`src/rtl/msx_port_arbiter_if.sv`:
```
// Device-side inputs and MSX-side port outputs of msx_port_arbiter.
// With MSX_JOY_AUTOFIRE_EN defined, an autofire[1:0] request is added.
interface msx_port_arbiter_if;
  logic       swap;
  logic [5:0] joy0;
  logic [5:0] joy1;
  logic [8:0] mouse_x;
  logic [8:0] mouse_y;
  logic [1:0] mouse_btn;
  logic       mouse_strobe;
  logic       stra;
  logic       strb;
  logic [5:0] porta_o;
  logic [5:0] portb_o;
  logic       mouse_active;
`ifdef MSX_JOY_AUTOFIRE_EN
  logic [1:0] autofire;

  modport master (
    output swap, joy0, joy1, mouse_x, mouse_y, mouse_btn, mouse_strobe,
    output stra, strb, autofire,
    input  porta_o, portb_o, mouse_active
  );

  modport slave (
    input  swap, joy0, joy1, mouse_x, mouse_y, mouse_btn, mouse_strobe,
    input  stra, strb, autofire,
    output porta_o, portb_o, mouse_active
  );
`else
  modport master (
    output swap, joy0, joy1, mouse_x, mouse_y, mouse_btn, mouse_strobe,
    output stra, strb,
    input  porta_o, portb_o, mouse_active
  );

  modport slave (
    input  swap, joy0, joy1, mouse_x, mouse_y, mouse_btn, mouse_strobe,
    input  stra, strb,
    output porta_o, portb_o, mouse_active
  );
`endif
endinterface

```
`src/rtl/msx_port_arbiter.sv`:
```
// MSX general-purpose port A/B arbiter: joystick pass-through, PS/2 mouse on port A
// with 4-nibble strobe readout. Optional trigger autofire under MSX_JOY_AUTOFIRE_EN.
module msx_port_arbiter #(
  parameter int unsigned TIMEOUT = 100000,
  parameter int unsigned AF_HALF = 1073850
) (
  input logic               clk_sys,
  input logic               reset,
  msx_port_arbiter_if.slave bus
);

  typedef enum logic {JOY, MOUSE} mode_e;

  localparam int unsigned TW = $clog2(TIMEOUT + 1);

  // {btnB, btnA, up, down, left, right} -> active-low {trgB, trgA, right, left, down, up}
  function automatic logic [5:0] msx_map(input logic [5:0] j);
    return ~{j[5], j[4], j[0], j[1], j[2], j[3]};
  endfunction

  function automatic logic [9:0] sext10(input logic [7:0] v);
    return {{2{v[7]}}, v};
  endfunction

  function automatic logic [7:0] sat8(input logic signed [9:0] v);
    if (v > 10'sd127)  return 8'h7F;
    if (v < -10'sd128) return 8'h80;
    return v[7:0];
  endfunction

  mode_e       mode_q, mode_d;
  logic [1:0]  seq_q, seq_d;
  logic [7:0]  dx_q, dx_d, dy_q, dy_d;
  logic [7:0]  sx_q, sy_q;
  logic [7:0]  dx_base, dy_base;
  logic [TW-1:0] to_q, to_d;
  logic        stra_q;
  logic [5:0]  porta_q, porta_d, portb_q, portb_d;
  logic        active_q;
  logic [5:0]  ja, jb, ja_eff, jb_eff;
  logic [1:0]  trg_eff;
  logic [3:0]  nib;
  logic        toggle, enter, load, clr;
  logic        unused_strb;

  assign unused_strb = bus.strb;

  always_comb begin
    ja = bus.swap ? bus.joy1 : bus.joy0;
    jb = bus.swap ? bus.joy0 : bus.joy1;
  end

`ifdef MSX_JOY_AUTOFIRE_EN
  localparam int unsigned AW = $clog2(AF_HALF + 1);

  logic [AW-1:0] af_cnt_q [2];
  logic [1:0]    af_ph_q;
  logic [1:0]    trg_held;

  assign trg_held = {jb[4], ja[4]};

  // Phase 0 is the pressed half, so a fresh press is seen pressed immediately.
  always_ff @(posedge clk_sys) begin
    for (int unsigned i = 0; i < 2; i++) begin
      if (reset || !trg_held[i] || !bus.autofire[i]) begin
        af_cnt_q[i] <= '0;
        af_ph_q[i]  <= 1'b0;
      end else if (af_cnt_q[i] == AW'(AF_HALF - 1)) begin
        af_cnt_q[i] <= '0;
        af_ph_q[i]  <= ~af_ph_q[i];
      end else begin
        af_cnt_q[i] <= af_cnt_q[i] + AW'(1);
      end
    end
  end

  assign trg_eff = trg_held & ~(bus.autofire & af_ph_q);
`else
  localparam int unsigned af_half_unused = AF_HALF;

  assign trg_eff = {jb[4], ja[4]};
`endif

  assign ja_eff = {ja[5], trg_eff[0], ja[3:0]};
  assign jb_eff = {jb[5], trg_eff[1], jb[3:0]};

  always_comb begin
    toggle = bus.stra ^ stra_q;
    mode_d = (ja != '0) ? JOY : (bus.mouse_strobe ? MOUSE : mode_q);
    enter  = (mode_q == JOY) && (mode_d == MOUSE);
    load   = (mode_q == MOUSE) && (mode_d == MOUSE) && toggle;

    // Clearing and a coincident strobe combine so that no delta is dropped.
    clr     = enter || (load && (seq_q == 2'd0));
    dx_base = clr ? '0 : dx_q;
    dy_base = clr ? '0 : dy_q;
    dx_d    = dx_base;
    dy_d    = dy_base;
    if (bus.mouse_strobe) begin
      dx_d = sat8(sext10(dx_base) - {bus.mouse_x[8], bus.mouse_x});
      dy_d = sat8(sext10(dy_base) + {bus.mouse_y[8], bus.mouse_y});
    end

    case (seq_q)
      2'd0:    nib = dx_q[7:4];
      2'd1:    nib = sx_q[3:0];
      2'd2:    nib = sy_q[7:4];
      default: nib = sy_q[3:0];
    endcase

    seq_d = seq_q;
    if (enter)                               seq_d = '0;
    else if (load)                           seq_d = seq_q + 2'd1;
    else if ((to_q == TW'(1)) && !toggle)    seq_d = '0;

    to_d = toggle ? TW'(TIMEOUT) : ((to_q != '0) ? to_q - TW'(1) : to_q);

    if (mode_d == JOY) porta_d = msx_map(ja_eff);
    else porta_d = {~bus.mouse_btn[1], ~bus.mouse_btn[0], load ? nib : porta_q[3:0]};
    portb_d = msx_map(jb_eff);
  end

  always_ff @(posedge clk_sys) begin
    if (reset) begin
      mode_q   <= JOY;
      seq_q    <= '0;
      dx_q     <= '0;
      dy_q     <= '0;
      sx_q     <= '0;
      sy_q     <= '0;
      to_q     <= '0;
      stra_q   <= bus.stra;
      porta_q  <= '1;
      portb_q  <= '1;
      active_q <= 1'b0;
    end else begin
      mode_q   <= mode_d;
      seq_q    <= seq_d;
      dx_q     <= dx_d;
      dy_q     <= dy_d;
      if (load && (seq_q == 2'd0)) begin
        sx_q <= dx_q;
        sy_q <= dy_q;
      end
      to_q     <= to_d;
      stra_q   <= bus.stra;
      porta_q  <= porta_d;
      portb_q  <= portb_d;
      active_q <= (mode_d == MOUSE);
    end
  end

  assign bus.porta_o      = porta_q;
  assign bus.portb_o      = portb_q;
  assign bus.mouse_active = active_q;

endmodule

```
`src/flat_wrapper.sv`:
```
// flat-port wrapper written by rule: the top's interface ports become plain ports
module msx_port_arbiter_flat 
#(
  parameter int unsigned TIMEOUT = 100000,
  parameter int unsigned AF_HALF = 1073850
)
  (clk_sys, reset, bus_swap, bus_joy0, bus_joy1, bus_mouse_x, bus_mouse_y, bus_mouse_btn, bus_mouse_strobe, bus_stra, bus_strb, bus_porta_o, bus_portb_o, bus_mouse_active);
  msx_port_arbiter_if bus_i ();
  input logic clk_sys;
  input logic reset;
  input wire logic [$bits(bus_i.swap)-1:0] bus_swap;
  input wire logic [$bits(bus_i.joy0)-1:0] bus_joy0;
  input wire logic [$bits(bus_i.joy1)-1:0] bus_joy1;
  input wire logic [$bits(bus_i.mouse_x)-1:0] bus_mouse_x;
  input wire logic [$bits(bus_i.mouse_y)-1:0] bus_mouse_y;
  input wire logic [$bits(bus_i.mouse_btn)-1:0] bus_mouse_btn;
  input wire logic [$bits(bus_i.mouse_strobe)-1:0] bus_mouse_strobe;
  input wire logic [$bits(bus_i.stra)-1:0] bus_stra;
  input wire logic [$bits(bus_i.strb)-1:0] bus_strb;
  output wire logic [$bits(bus_i.porta_o)-1:0] bus_porta_o;
  output wire logic [$bits(bus_i.portb_o)-1:0] bus_portb_o;
  output wire logic [$bits(bus_i.mouse_active)-1:0] bus_mouse_active;
  assign bus_i.swap = bus_swap;
  assign bus_i.joy0 = bus_joy0;
  assign bus_i.joy1 = bus_joy1;
  assign bus_i.mouse_x = bus_mouse_x;
  assign bus_i.mouse_y = bus_mouse_y;
  assign bus_i.mouse_btn = bus_mouse_btn;
  assign bus_i.mouse_strobe = bus_mouse_strobe;
  assign bus_i.stra = bus_stra;
  assign bus_i.strb = bus_strb;
  assign bus_porta_o = bus_i.porta_o;
  assign bus_portb_o = bus_i.portb_o;
  assign bus_mouse_active = bus_i.mouse_active;
  msx_port_arbiter #(.TIMEOUT(TIMEOUT), .AF_HALF(AF_HALF)) u_core (.clk_sys(clk_sys), .reset(reset), .bus(bus_i));
endmodule
```
`config.mk`:
```
export PLATFORM = sky130hd
export DESIGN_NAME = msx_port_arbiter_flat
export DESIGN_NICKNAME = d
export VERILOG_FILES = /design/src/rtl/msx_port_arbiter_if.sv /design/src/rtl/msx_port_arbiter.sv /design/src/flat_wrapper.sv
export SDC_FILE = /design/constraint.sdc
export NUM_CORES = 1
export LEC_CHECK = 0
export BUFFER_PORTS_ARGS = -buffer_cell sky130_fd_sc_hd__buf_2
export CORE_MARGIN = 2
export CORE_UTILIZATION = 38
export DETAILED_ROUTE_END_ITERATION = 10
export SLEW_MARGIN = 20
export SYNTH_ARGS = -nofsm -noshare
export SYNTH_HDL_FRONTEND = slang
export SYNTH_SLANG_ARGS = --single-unit
export TNS_END_PERCENT = 30
```
`constraint.sdc`:
```
create_clock -name clk_sys -period 3.5 [get_ports clk_sys]
set_clock_uncertainty 0.05 [all_clocks]
set_input_delay 0.35 -clock clk_sys [delete_from_list [all_inputs] [get_ports clk_sys]]
set_output_delay 0.35 -clock clk_sys [all_outputs]
set_load 0.05 [all_outputs]
```
# Word level (Yosys, flattened, before mapping)
# Index checks and enable logic that the tools add are counted.
[op_classes]
n_reduce_logical = 14
mux = 33
addsub = 4
n_bitwise = 6
n_eq_ne = 4
n_lt_le_gt_ge = 4
[ops]
columns = ["operator", "n"]
rows = [
  ["$mux 8", 12],
  ["$mux 17", 2],
  ["$gt 10x8->1 const B", 2],
  ["$lt 10x8->1 const B", 2],
  ["$mux 6", 3],
  ["$eq 17x1->1 const B", 1],
  ["$reduce_bool 17->1", 1],
  ["$sub 17x1->17 const B", 1],
  ["$mux 1", 12],
  ["$not 6->6", 2],
  ["$pmux 4 s3", 1],
  ["$add 8x9->10", 1],
  ["$sub 8x9->10", 1],
  ["$reduce_bool 6->1", 1],
  ["$logic_and 1x1->1", 5],
  ["$mux 2", 2],
  ["$mux 4", 1],
  ["$reduce_bool 2->1", 2],
  ["$reduce_or 2->1", 2],
  ["$not 1->1", 3],
  ["$add 2x1->2 const B", 1],
  ["$eq 2x1->1 const B", 1],
  ["$eq 2x2->1 const B", 1],
  ["$logic_not 2->1", 1],
  ["4 further kinds", 4],
]
[word_totals]
reg_bits = 61

# Depth between registers and ports, before layout
# Gate-level depths: netlist of run 1.
[logic_depth]
depth_word = 17
mapped_depth = 15

# Worst setup path before layout of run 1
# OpenSTA, ideal clock, no wires.
[synth_path]
path_type = "input-to-reg"
from = "in bus_swap"
to = "reg u_core.dx_q[0]"
setup_slack_ns = -0.304
setup_ns = 0.122
arrival_ns = 3.632
cell_stages = 14
path_buffers = 2
path_cell_list = "clkbuf_1 -> mux2_2 -> nor3_1 -> and2_1 -> nand2_1 -> clkbuf_1 -> and2_1 -> ha_1 -> or2_2 -> a21oi_1 -> a211oi_1 -> o311ai_1 -> o21ai_1 -> a221o_1"
[synth_via]
elab_chain_cells = 16
[synth_lines]
columns = ["item", "line_no", "source"]
rows = [
  ["start: declaration", "flat_wrapper.sv:11", "input wire logic [$bits(bus_i.swap)-1:0] bus_swap;"],
  ["$mux 6 (*)", "msx_port_arbiter.sv:49", "ja = bus.swap ? bus.joy1 : bus.joy0;"],
  ["$reduce_bool 6->1 (*)", "msx_port_arbiter.sv:89", "mode_d = (ja != '0) ? JOY : (bus.mouse_strobe ? MOUSE : mode_q);"],
  ["$mux 1 (*)", "msx_port_arbiter.sv:89", ""],
  ["$logic_and 1x1->1 (2 in series)", "msx_port_arbiter.sv:91", "load = (mode_q == MOUSE) && (mode_d == MOUSE) && toggle;"],
  ["$logic_and 1x1->1", "msx_port_arbiter.sv:94", "clr = enter || (load && (seq_q == 2'd0));"],
  ["$logic_or 1x1->1 (*)", "msx_port_arbiter.sv:94", ""],
  ["$mux 8 (*)", "msx_port_arbiter.sv:95", "dx_base = clr ? '0 : dx_q;"],
  ["$sub 8x9->10", "msx_port_arbiter.sv:100", "dx_d = sat8(sext10(dx_base) - {bus.mouse_x[8], bus.mouse_x});"],
  ["$lt 10x8->1", "msx_port_arbiter.sv:27", "if (v < -10'sd128) return 8'h80;"],
  ["$mux 1 (2 in series)", "msx_port_arbiter.sv:27", ""],
  ["$mux 1", "msx_port_arbiter.sv:99", "if (bus.mouse_strobe) begin"],
  ["$mux 8", "msx_port_arbiter.sv:28", "return v[7:0];"],
  ["$mux 8", "msx_port_arbiter.sv:27", ""],
  ["$mux 8 (*)", "msx_port_arbiter.sv:99", ""],
  ["end signal: assignment", "msx_port_arbiter.sv:127", "dx_q <= '0;"],
  ["end signal: assignment", "msx_port_arbiter.sv:139", "dx_q <= dx_d;"],
  ["end: declaration", "msx_port_arbiter.sv:33", "logic [7:0] dx_q, dx_d, dy_q, dy_d;"],
]
# Every way passes the cells marked *; elsewhere a longest branch is shown, timed or not. The select of a mux whose other input is x is not followed.
# A chain may end at the register's enable or synchronous reset.

# Worst setup path in the final report of run 1
# Same ends and word-level chain as after synthesis.

==> results of run 1 <==
placed cells by master (no fill, tap or decap), drive strengths merged, types with 5 or more instances in the layout:
| cell | n |
|---|---|
| o21ai | 12 |
| nor4 | 7 |
| xnor2 | 17 |
| o211ai | 7 |
| inv | 23 |
| and2 | 16 |
| or3 | 6 |
| dfxtp | 61 |
| or4 | 5 |
| clkbuf | 11 |
| nor3 | 16 |
| nor2b | 6 |
| a221o | 5 |
| buf | 80 |
| or2 | 10 |
| nor2 | 44 |
| a21o | 5 |
| nand2b | 10 |
| xor2 | 8 |
| ha | 25 |
| nand2 | 22 |
| o211a | 6 |
| a22o | 6 |
| a21oi | 35 |
| mux2i | 22 |
| nand3 | 7 |
metal layers:
layer / track usage, % / share of wire (%)
met1: 21.3 / 51
met2: 26.1 / 45
met3: 3.57 / 3.3
met4: 5.12 / 0.64
met5: 0 / 0
cells in the mapped netlist (3+ instances only):
cell | instances | area share [%]
a222oi_1 | 4 | 1.1
nor2b_1 | 6 | 0.99
o21ai_0 | 11 | 1.4
xor2_1 | 8 | 1.8
or3_1 | 3 | 0.49
and2_1 | 16 | 2.6
o31ai_1 | 3 | 0.59
nor4_1 | 4 | 0.66
mux2_2 | 3 | 0.89
o211a_1 | 6 | 1.6
a221o_1 | 5 | 1.3
xnor2_1 | 17 | 3.9
o211ai_1 | 7 | 1.4
a21o_1 | 5 | 0.99
o2111ai_1 | 4 | 0.92
nor3_1 | 16 | 2.1
mux2i_1 | 22 | 5.8
dfxtp_1 | 61 | 32
nor2_1 | 44 | 4.3
a22o_1 | 6 | 1.4
or2_2 | 10 | 1.6
nand4_1 | 4 | 0.66
or3_2 | 3 | 0.59
ha_1 | 25 | 8.2
a211oi_1 | 3 | 0.59
nand3_1 | 7 | 0.92
a21oi_1 | 35 | 4.6
inv_1 | 23 | 2.3
nand2b_1 | 10 | 1.6
clkbuf_1 | 11 | 1.1
nand2_1 | 22 | 2.2
final timing paths:
check	start	slack, ns	end	cells past startpoint
max	bus_swap	0.19	u_core.dx_q[0]	14
min	bus_stra	0.13	u_core.stra_q	1
max reg2reg	u_core.seq_q[0]	0.22	u_core.dx_q[0]	14
min reg2reg	u_core.bus.porta_o[0]	0.43	u_core.bus.porta_o[0]	1
where the power goes:
| group | internal (W) | switching [W] | leakage, nW |
|---|---|---|---|
| Combinational | 0.000443 | 0.000494 | 1.52 |
| Sequential | 0.000771 | 0.0000648 | 0.502 |
| Clock | 0.000343 | 0.000259 | 0.103 |
| Total | 0.00156 | 0.000818 | 2.12 |
sequential cells by signal, summed over array words and instances (netlist names):
name                flops
u_core.dy_q             8
u_core.bus.portb_o      6
u_core.sy_q             8
u_core.bus.porta_o      6
u_core.to_q            17
u_core.seq_q            2
u_core.stra_q           1
u_core.dx_q             8
u_core.sx_q             4
u_core.mode_q           1
metrics by stage:
step	util (%)	std cells	worst slack [ns]	total power, W	area, µm²
detailed placement	45.4	636	-0.118	0.00178	4420
finish	47.4	652	0.193	0.00238	4610
CTS	47.4	652	0.229	0.00240	4610
floorplan	-	437	0.00232	0.00152	3830
global route	47.4	652	0.0519	0.00255	4610
global placement	45.4	636	-0.0629	0.00176	4420
area by class of cell:
cell class	count	area [µm²]
clock buffers	11	141
clock inverters	5	50.0
fillers	967	5110
inverters	23	86.3
multi-input cells	339	2460
flip-flops and latches	61	1220
well taps	133	166
repair buffers	80	490
kinds of logic (layout without fill, tap and decap cells):
kind of cell | after synthesis | after routing | synth area share, %
XOR/XNOR | 25 | 25 | 5.76
multiplexers | 25 | 25 | 6.68
buffers and inverters | 37 | 119 | 3.88
flip-flops | 61 | 61 | 32.1
AND/OR/NAND/NOR | 158 | 158 | 22.6
adder cells (fa/ha/maj) | 27 | 27 | 9.28
AO/OA/AOI/OAI | 104 | 104 | 19.6
repair_timing:
item / 4_1_cts / 5_1_grt
gates resized for setup: 0 / 1
hold buffers: 0 / 0
endpoints found under the setup margin: 0 / 4
==> metrics.md, run 1 <==
| Metric | Value |
|---|---|
| Outcome | finished, final reports clean |
| VDD IR-drop max | 197 µV |
| Routed vias/inst | a little over 5 |
| PortBufs | 49 |
| Share of cells above drive strength 1 | roughly a quarter |
| Highest fanout seen on the critical path | 18 |
| Synth-to-Final Area Change | 21.4% |
| Arr. time, crit path | around 3.5 ns |
| Initial antenna violation count | 0 |
| First-pass GRT wire length | ~15,000 µm |
| DRC Markers | 0 |
| Num CTS Buffers | 9 |
| Worst-case clock buffer depth | 2 |
| Die area | approximately 0.011 mm² |
| GRT overflow | 0 |
| Crit path buffers/inverters | 2 |
| Slew Limit Fails | 0 |
| P_leak | 2.12 nW |
| Die X | 104 µm |
| CTS tree | done |
| WS Path Type | input pin to flip-flop |
| ANT cells | 0 |
| Yosys warning total | 0 |
| Setup Fix Bufs, Post-CTS | 0 |
| Post-synth top flop | dfxtp_1 |
| Library cells used by synthesis | 56 |
| Crit path time final | around 3.3 ns |
| Type of destination of the critical path | flip-flop |
| Post-synthesis async set-or-reset flop share | 0% |
| GP Congestion | 0.790 |
| Routed WL per cell | 12.9 µm |
| Critical Path RT | about 3.7 ns |
| Clk slew on worst S/H paths | approximately 0.060 ns |
| Initial drt markers | between 150 and 200 |
| DP HPWL | between 6000 and 7000 µm |
| Max_slew headroom | roughly three fifths |
| Number of flops mapped to enable cells by yosys | 0 |
| Unrepaired setup endpoints after global routing | no |
| CP Cell Sequence | buf_2, mux2_2, nor3_2, and2_1, nand2_1, buf_12, and2_1, ha_1, nor2b_1, o311ai_0, o2111ai_1, mux2_2, o21ai_2, a221o_1 |
| Num rows | 36 |
| Syn_nets | ~500 |
| Pin count of the biggest net entering global routing | 29 |
| Setup TNS | 0 ns |
| H-tree levels | 3 |
| FMAX | ~300 MHz |
| Antenna viol nets, final | 0 |
| HP Class | input pin to flip-flop |
| Mapped cell area | around 0.0038 mm² |
| Max cap viols | 0 |
| Slowest cell on crit path | o311ai_0 |
| Routed vias | ~3,300 |
| Crit path max-delay family | compound AO/OA/AOI/OAI gates |
| Setup violators final | 0 |
| Total track usage | between 10% and 20% |
| Share of the clock period used by the worst path | ~94% |
| Worst setup SP type | input pin |
| Seq/Total Area, Yosys | between 30% and 40% |
| Hold slack | around 0.13 ns |
| Root Driver | clkbuf_8 |
| CTS sink count | 61 |
| Starting Density | 39.1% |
| # IOs | 51 |
| 1st-pass router iterations | 5 |
| Fin. Hold Viols | 0 |
| Slew @ Worst Pin | around 0.60 ns |
| Clk_lat worst skew | ~0.33 ns |
| Crit-path max cell delay | 0.53 ns |
| Final wirelength | ~8400 µm |
| PwrDens | 515 mW/mm² |
| Nets | roughly 580 |
| Post-synthesis register bit count | 61 |
| Vias in the first global route | between 3,000 and 4,000 |
| Die Ht | ~100 µm |
| Post-synthesis cell count | 437 |
| Core area | about 0.01 mm² |
| Syn Area/Cell | between 8 and 9 µm² |
(Power assumes the default switching activity.)
==> run 2: changes to the inputs <==
CORE_UTILIZATION = 52   (was 38)
PLACE_DENSITY = 0.76   (was unset)
==> metrics.md, run 2 (same netlist as run 1, synthesis figures left out) <==
| Metric | Value |
|---|---|
| Footprint of the multi-input gates | between 0.002 and 0.0025 mm² |
| Routed WL per cell | 13.5 µm |
| Post-CTS sizing | 0 |
| 1st-pass router iterations | 4 |
| First-pass GRT wire length | ~14,000 µm |
| Crit path buffers/inverters | 3 |
| Final wirelength | 8290 µm |
| Max_slew headroom | 63.7% |
| CTS sink count | roughly 60 |
| HP Class | input pin to flip-flop |
| ANT cells | 0 |
| Setup violators final | 0 |
| Vias in the first global route | around 3,100 |
| Crit path time final | about 3.2 ns |
| Setup Fix Bufs, Post-CTS | 0 |
| Crit-path max cell delay | 0.39 ns |
| Sw Ratio | approximately a third |
| # hold bufs at CTS | 0 |
| Switch Pwr | between 0.0008 and 0.0009 W |
| Largest Register | u_core.to_q |
| Slew @ Worst Pin | ~0.54 ns |
| Reg area | 0.00122 mm² |
| Crit path max-delay family | compound AO/OA/AOI/OAI gates |
| Root Driver | clkbuf_8 |
| Core area | 0.00718 mm² |
| Share of the clock period used by the worst path | roughly 92% |
| Fin. Hold Viols | 0 |
| Critical Path RT | 3.67 ns |
| Tot Pwr | 0.00245 W |
| Type of destination of the critical path | flip-flop |
| Highest fanout seen on the critical path | 18 |
| GRT overflow | 0 |
| Outcome | finished, final reports clean |
| Max cap viols | 0 |
| Die Ht | roughly 90 µm |
| Routed vias | around 3,400 |
| H-tree levels | 3 |
| CTS tree | done |
| DRC Markers | 0 |
| Num CTS Buffers | 9 |
| VDD IR-drop max | between 200 and 300 µV |
| PortBufs | slightly below 50 |
| Worst-case clock buffer depth | 2 |
| FMAX | approximately 310 MHz |
| Setup slack at placement | -0.0504 ns |
| Slowest cell on crit path | fa_1 |
| Starting Density | 53.0% |
| Fillcell total | between 600 and 700 |
| Commonest non-fill, non-tap cell in the layout | dfxtp_1 |
| CP Cell Sequence | buf_2, mux2_2, nor3_2, and2_1, nand2_1, buf_12, and2_1, ha_1, fa_1, a21oi_1, o2111ai_1, a21o_1, nand2_1, a21oi_1, buf_4, o211a_1 |
| Power Internal | 0.00163 W |
| Initial drt markers | 183 |
| WS Path Type | input pin to flip-flop |
| Reg power frac | around 34% |
| # IOs | around 50 |
| Worst setup SP type | input pin |
| Synth-to-Final Area Change | 20.3% |
| DP HPWL | 6320 µm |
| Die X | approximately 90 µm |
| Clk_lat worst skew | ~0.34 ns |
| Total track usage | roughly 22% |
| Slew Limit Fails | 0 |
| Max reg flops | 17 |
| Clk slew on worst S/H paths | 0.07 ns |
| Die area | 0.00801 mm² |
| Arr. time, crit path | between 3 and 4 ns |
| P_leak | 2.12 nW |
| Power share of the combinational group | 37.1% |
| Antenna viol nets, final | 0 |
| GP Congestion | around 0.88 |
| Share of cells above drive strength 1 | 23.9% |
| Most frequent cells in the layout | dfxtp_1, buf_2, nor2_1 |
| PwrDens | 534 mW/mm² |
| Finished Cell Area | between 0.004 and 0.005 mm² |
| Setup ws final | 0.278 ns |
| Clock Power Share | 28.7% |
| Nets | 575 |
| Unrepaired setup endpoints after global routing | no |
| Num rows | 31 |
| Placed Area | 0.00435 mm² |
| Initial antenna violation count | 0 |
| Routed vias/inst | 5.55 |
| Pin count of the biggest net entering global routing | 32 |
==> run 2: cell count changes in the layout (fill, tap and decap cells not counted), sizes merged <==
cell    before  now
buf         80   76
bufinv       1    2
clkbuf      11   12
clkinv       4    2
==> run 2: power by group through the flow <==
stage          Clock (W)  Combinational, W  Sequential [W]
2_1_floorplan          0          0.000657        0.000864
3_3_place_gp           0          0.000881        0.000847
3_5_place_dp           0          0.000901        0.000850
4_1_cts         0.000710          0.000908        0.000835
5_1_grt         0.000746           0.00102        0.000845
6_report        0.000702          0.000907        0.000836
==> run 2: path summary, 6_finish.rpt <==
check / startpoint / end / slack, ns / cells past startpoint
hold / removal: bus_stra / u_core.stra_q / 0.12 / 1
hold reg to reg: u_core.to_q[3] / u_core.to_q[3] / 0.45 / 2
setup reg to reg: u_core.seq_q[1] / u_core.dy_q[3] / 0.29 / 16
setup / recovery: bus_swap / u_core.dy_q[3] / 0.28 / 16
==> run 2: cell type report <==
type                    count  share of cell area (%)
well taps                  99                    2.71
clock inverters             4                    1.53
inverters                  23                    1.89
clock buffers              12                    3.39
repair buffers             76                    10.1
multi-input cells         339                    53.7
flip-flops and latches     61                    26.7
==> run 2: layer usage <==
metal	GRT usage [%]	wire length [µm]
met1	28.8	3960
met2	36.4	3860
met3	3.14	310
met4	10.3	158
met5	1.95	0
==> run 2: stage by stage <==
step           TNS [ns]  utilization (%)  std cells  hold slack (ns)
2_1_floorplan         0                -        437            0.328
3_3_place_gp          0             60.6        598            0.423
3_5_place_dp     -0.261             60.6        598            0.425
4_1_cts               0             63.7        614            0.110
5_1_grt               0             63.8        614            0.109
6_report              0             63.8        614            0.117
==> run 3: changes to the inputs <==
CORE_UTILIZATION = 63   (was 52)
PLACE_DENSITY = 0.86   (was 0.76)
clock period = 4.05 ns   (was 3.5 ns; I/O delays follow)
==> metrics.md, run 3 (same netlist as run 1, synthesis figures left out) <==
| Metric | Value |
|---|---|
| Antenna viol nets, final | 0 |
| Setup violators final | 0 |
| Unrepaired setup endpoints after global routing | no |
| Worst setup SP type | flip-flop |
| Core area | just under 0.006 mm² |
| GRT overflow | 0 |
| Slew Limit Fails | 0 |
| Routed WL per cell | 14.4 µm |
| Outcome | finished, final reports clean |
| Max layer used | met4 |
| Slowest cell on crit path | o311ai_0 |
| CP Cell Sequence | nor2_1, nor3_1, and2_1, nand2_1, and2_1, ha_1, nor2b_1, o311ai_0, o2111ai_1, mux2_2, o21ai_1, a221o_1 |
| Routed vias | 3,303 |
| Die area | between 0.006 and 0.007 mm² |
| Nets | about 560 |
| Max cap viols | 0 |
| Met3 WL post-DR | 356 µm |
| Most used cell, CP | and2_1 |
| Clk slew on worst S/H paths | 0.07 ns |
| Largest Register | u_core.to_q |
| Non-filler cells, final | between 500 and 600 |
| H-tree levels | 3 |
| HP Class | input pin to flip-flop |
| Worst-case clock buffer depth | 2 |
| 1st-pass router iterations | 7 |
| Final wirelength | approximately 8000 µm |
| Critical Path Source | u_core.mode_q |
| Fin. Hold Viols | 0 |
| Share of the clock period used by the worst path | between 90% and 100% |
| VDD IR-drop max | 299 µV |
| Hold path start | bus_stra |
| Die Ht | just over 80 µm |
| P_leak | about 2.0 nW |
| CTS sink count | just over 60 |
| Crit path time final | roughly 3.8 ns |
| Total track usage | between 20% and 30% |
| Most frequent cells in the layout | dfxtp_1, buf_2, nor2_1 |
| PortBufs | ~50 |
| Max_slew headroom | between 40% and 50% |
| Fin util | 73.3% |
| Initial drt markers | ~140 |
| GP Congestion | a little under 0.9 |
| Clk_lat worst skew | 0.33 ns |
| Setup TNS | 0 ns |
| Starting Density | between 60% and 70% |
| R2R Path Start | u_core.mode_q |
| # IOs | between 50 and 60 |
| Crit-path max cell delay | approximately 0.57 ns |
| PwrDens | approximately 450 mW/mm² |
| Critical Path RT | approximately 4.3 ns |
| Root Driver | clkbuf_8 |
| Commonest non-fill, non-tap cell in the layout | dfxtp_1 |
| Dpl cells | 554 |
| Routed vias/inst | roughly 5.8 |
| Met2 Wirelength | a little under 4000 µm |
| Highest fanout seen on the critical path | 10 |
| Vias in the first global route | around 3,000 |
| ANT cells | 0 |
| WS Path Type | flip-flop to flip-flop |
| Die X | 81.7 µm |
| DP HPWL | 6150 µm |
| Num rows | 28 |
| M1 wire length | between 3000 and 4000 µm |
| Max reg flops | 17 |
| Setup Fix Bufs, Post-CTS | 0 |
| Share of cells above drive strength 1 | between 10% and 20% |
| CTS tree | done |
| Synth-to-Final Area Change | 13.4% |
| Slew @ Worst Pin | roughly 0.8 ns |
| Arr. time, crit path | between 3 and 4 ns |
| DRC Markers | 0 |
| Num CTS Buffers | 9 |
| First-pass GRT wire length | ~14,000 µm |
| FMAX | ~270 MHz |
| Post-CTS sizing | 0 |
| # hold bufs at CTS | 0 |
| Initial antenna violation count | 0 |
| Pin count of the biggest net entering global routing | between 40 and 50 |
| Type of destination of the critical path | flip-flop |
run 3: metal layers:
metal / vias up / GRT usage (%)
li1: 1702 / -
met1: 1511 / 33.6
met2: 80 / 43.7
met3: 10 / 4.95
met4: 0 / 7.67
met5: - / 0
run 3: through the flow:
stage / cell area (µm²) / power, W / hold slack [ns] / setup WS [ns]
detailed placement: 4130 / 0.00145 / 0.424 / 0.0620
global placement: 4130 / 0.00143 / 0.422 / 0.170
CTS: 4310 / 0.00195 / 0.174 / 0.385
floorplan: 3800 / 0.00131 / 0.383 / 0.191
finish: 4310 / 0.00196 / 0.180 / 0.286
global route: 4310 / 0.00209 / 0.175 / 0.0341
run 3: where the power goes:
group          leakage [nW]  switching, W  internal, W  total [W]
combinational          1.39      0.000410     0.000320   0.000730
sequential            0.502     0.0000550     0.000666   0.000721
clock                0.0919      0.000231     0.000277   0.000509
run 3: critical path: cells and delay by family (launching register included):
family | cells | cell delay (ns)
AO/OA/AOI/OAI | 4 | 1.31
AND/OR/NAND/NOR | 6 | 1.22
flip-flops | 1 | 0.47
multiplexers | 1 | 0.34
adder cells (fa/ha/maj) | 1 | 0.31
run 3: final timing paths:
path | to | slack (ns) | depth (start not counted)
setup reg to reg | u_core.dx_q[0] | 0.29 | 12
setup / recovery | u_core.dx_q[0] | 0.29 | 12
hold / removal | u_core.stra_q | 0.18 | 1
hold reg to reg | u_core.to_q[3] | 0.44 | 2
run 3: area by class of cell:
type / count / area (µm²)
repair buffers: 56 / 298
clock inverters: 5 / 52.6
clock buffers: 10 / 128
fillers: 456 / 1570
well taps: 75 / 93.8
multi-input cells: 339 / 2430
inverters: 23 / 86.3
flip-flops and latches: 61 / 1220
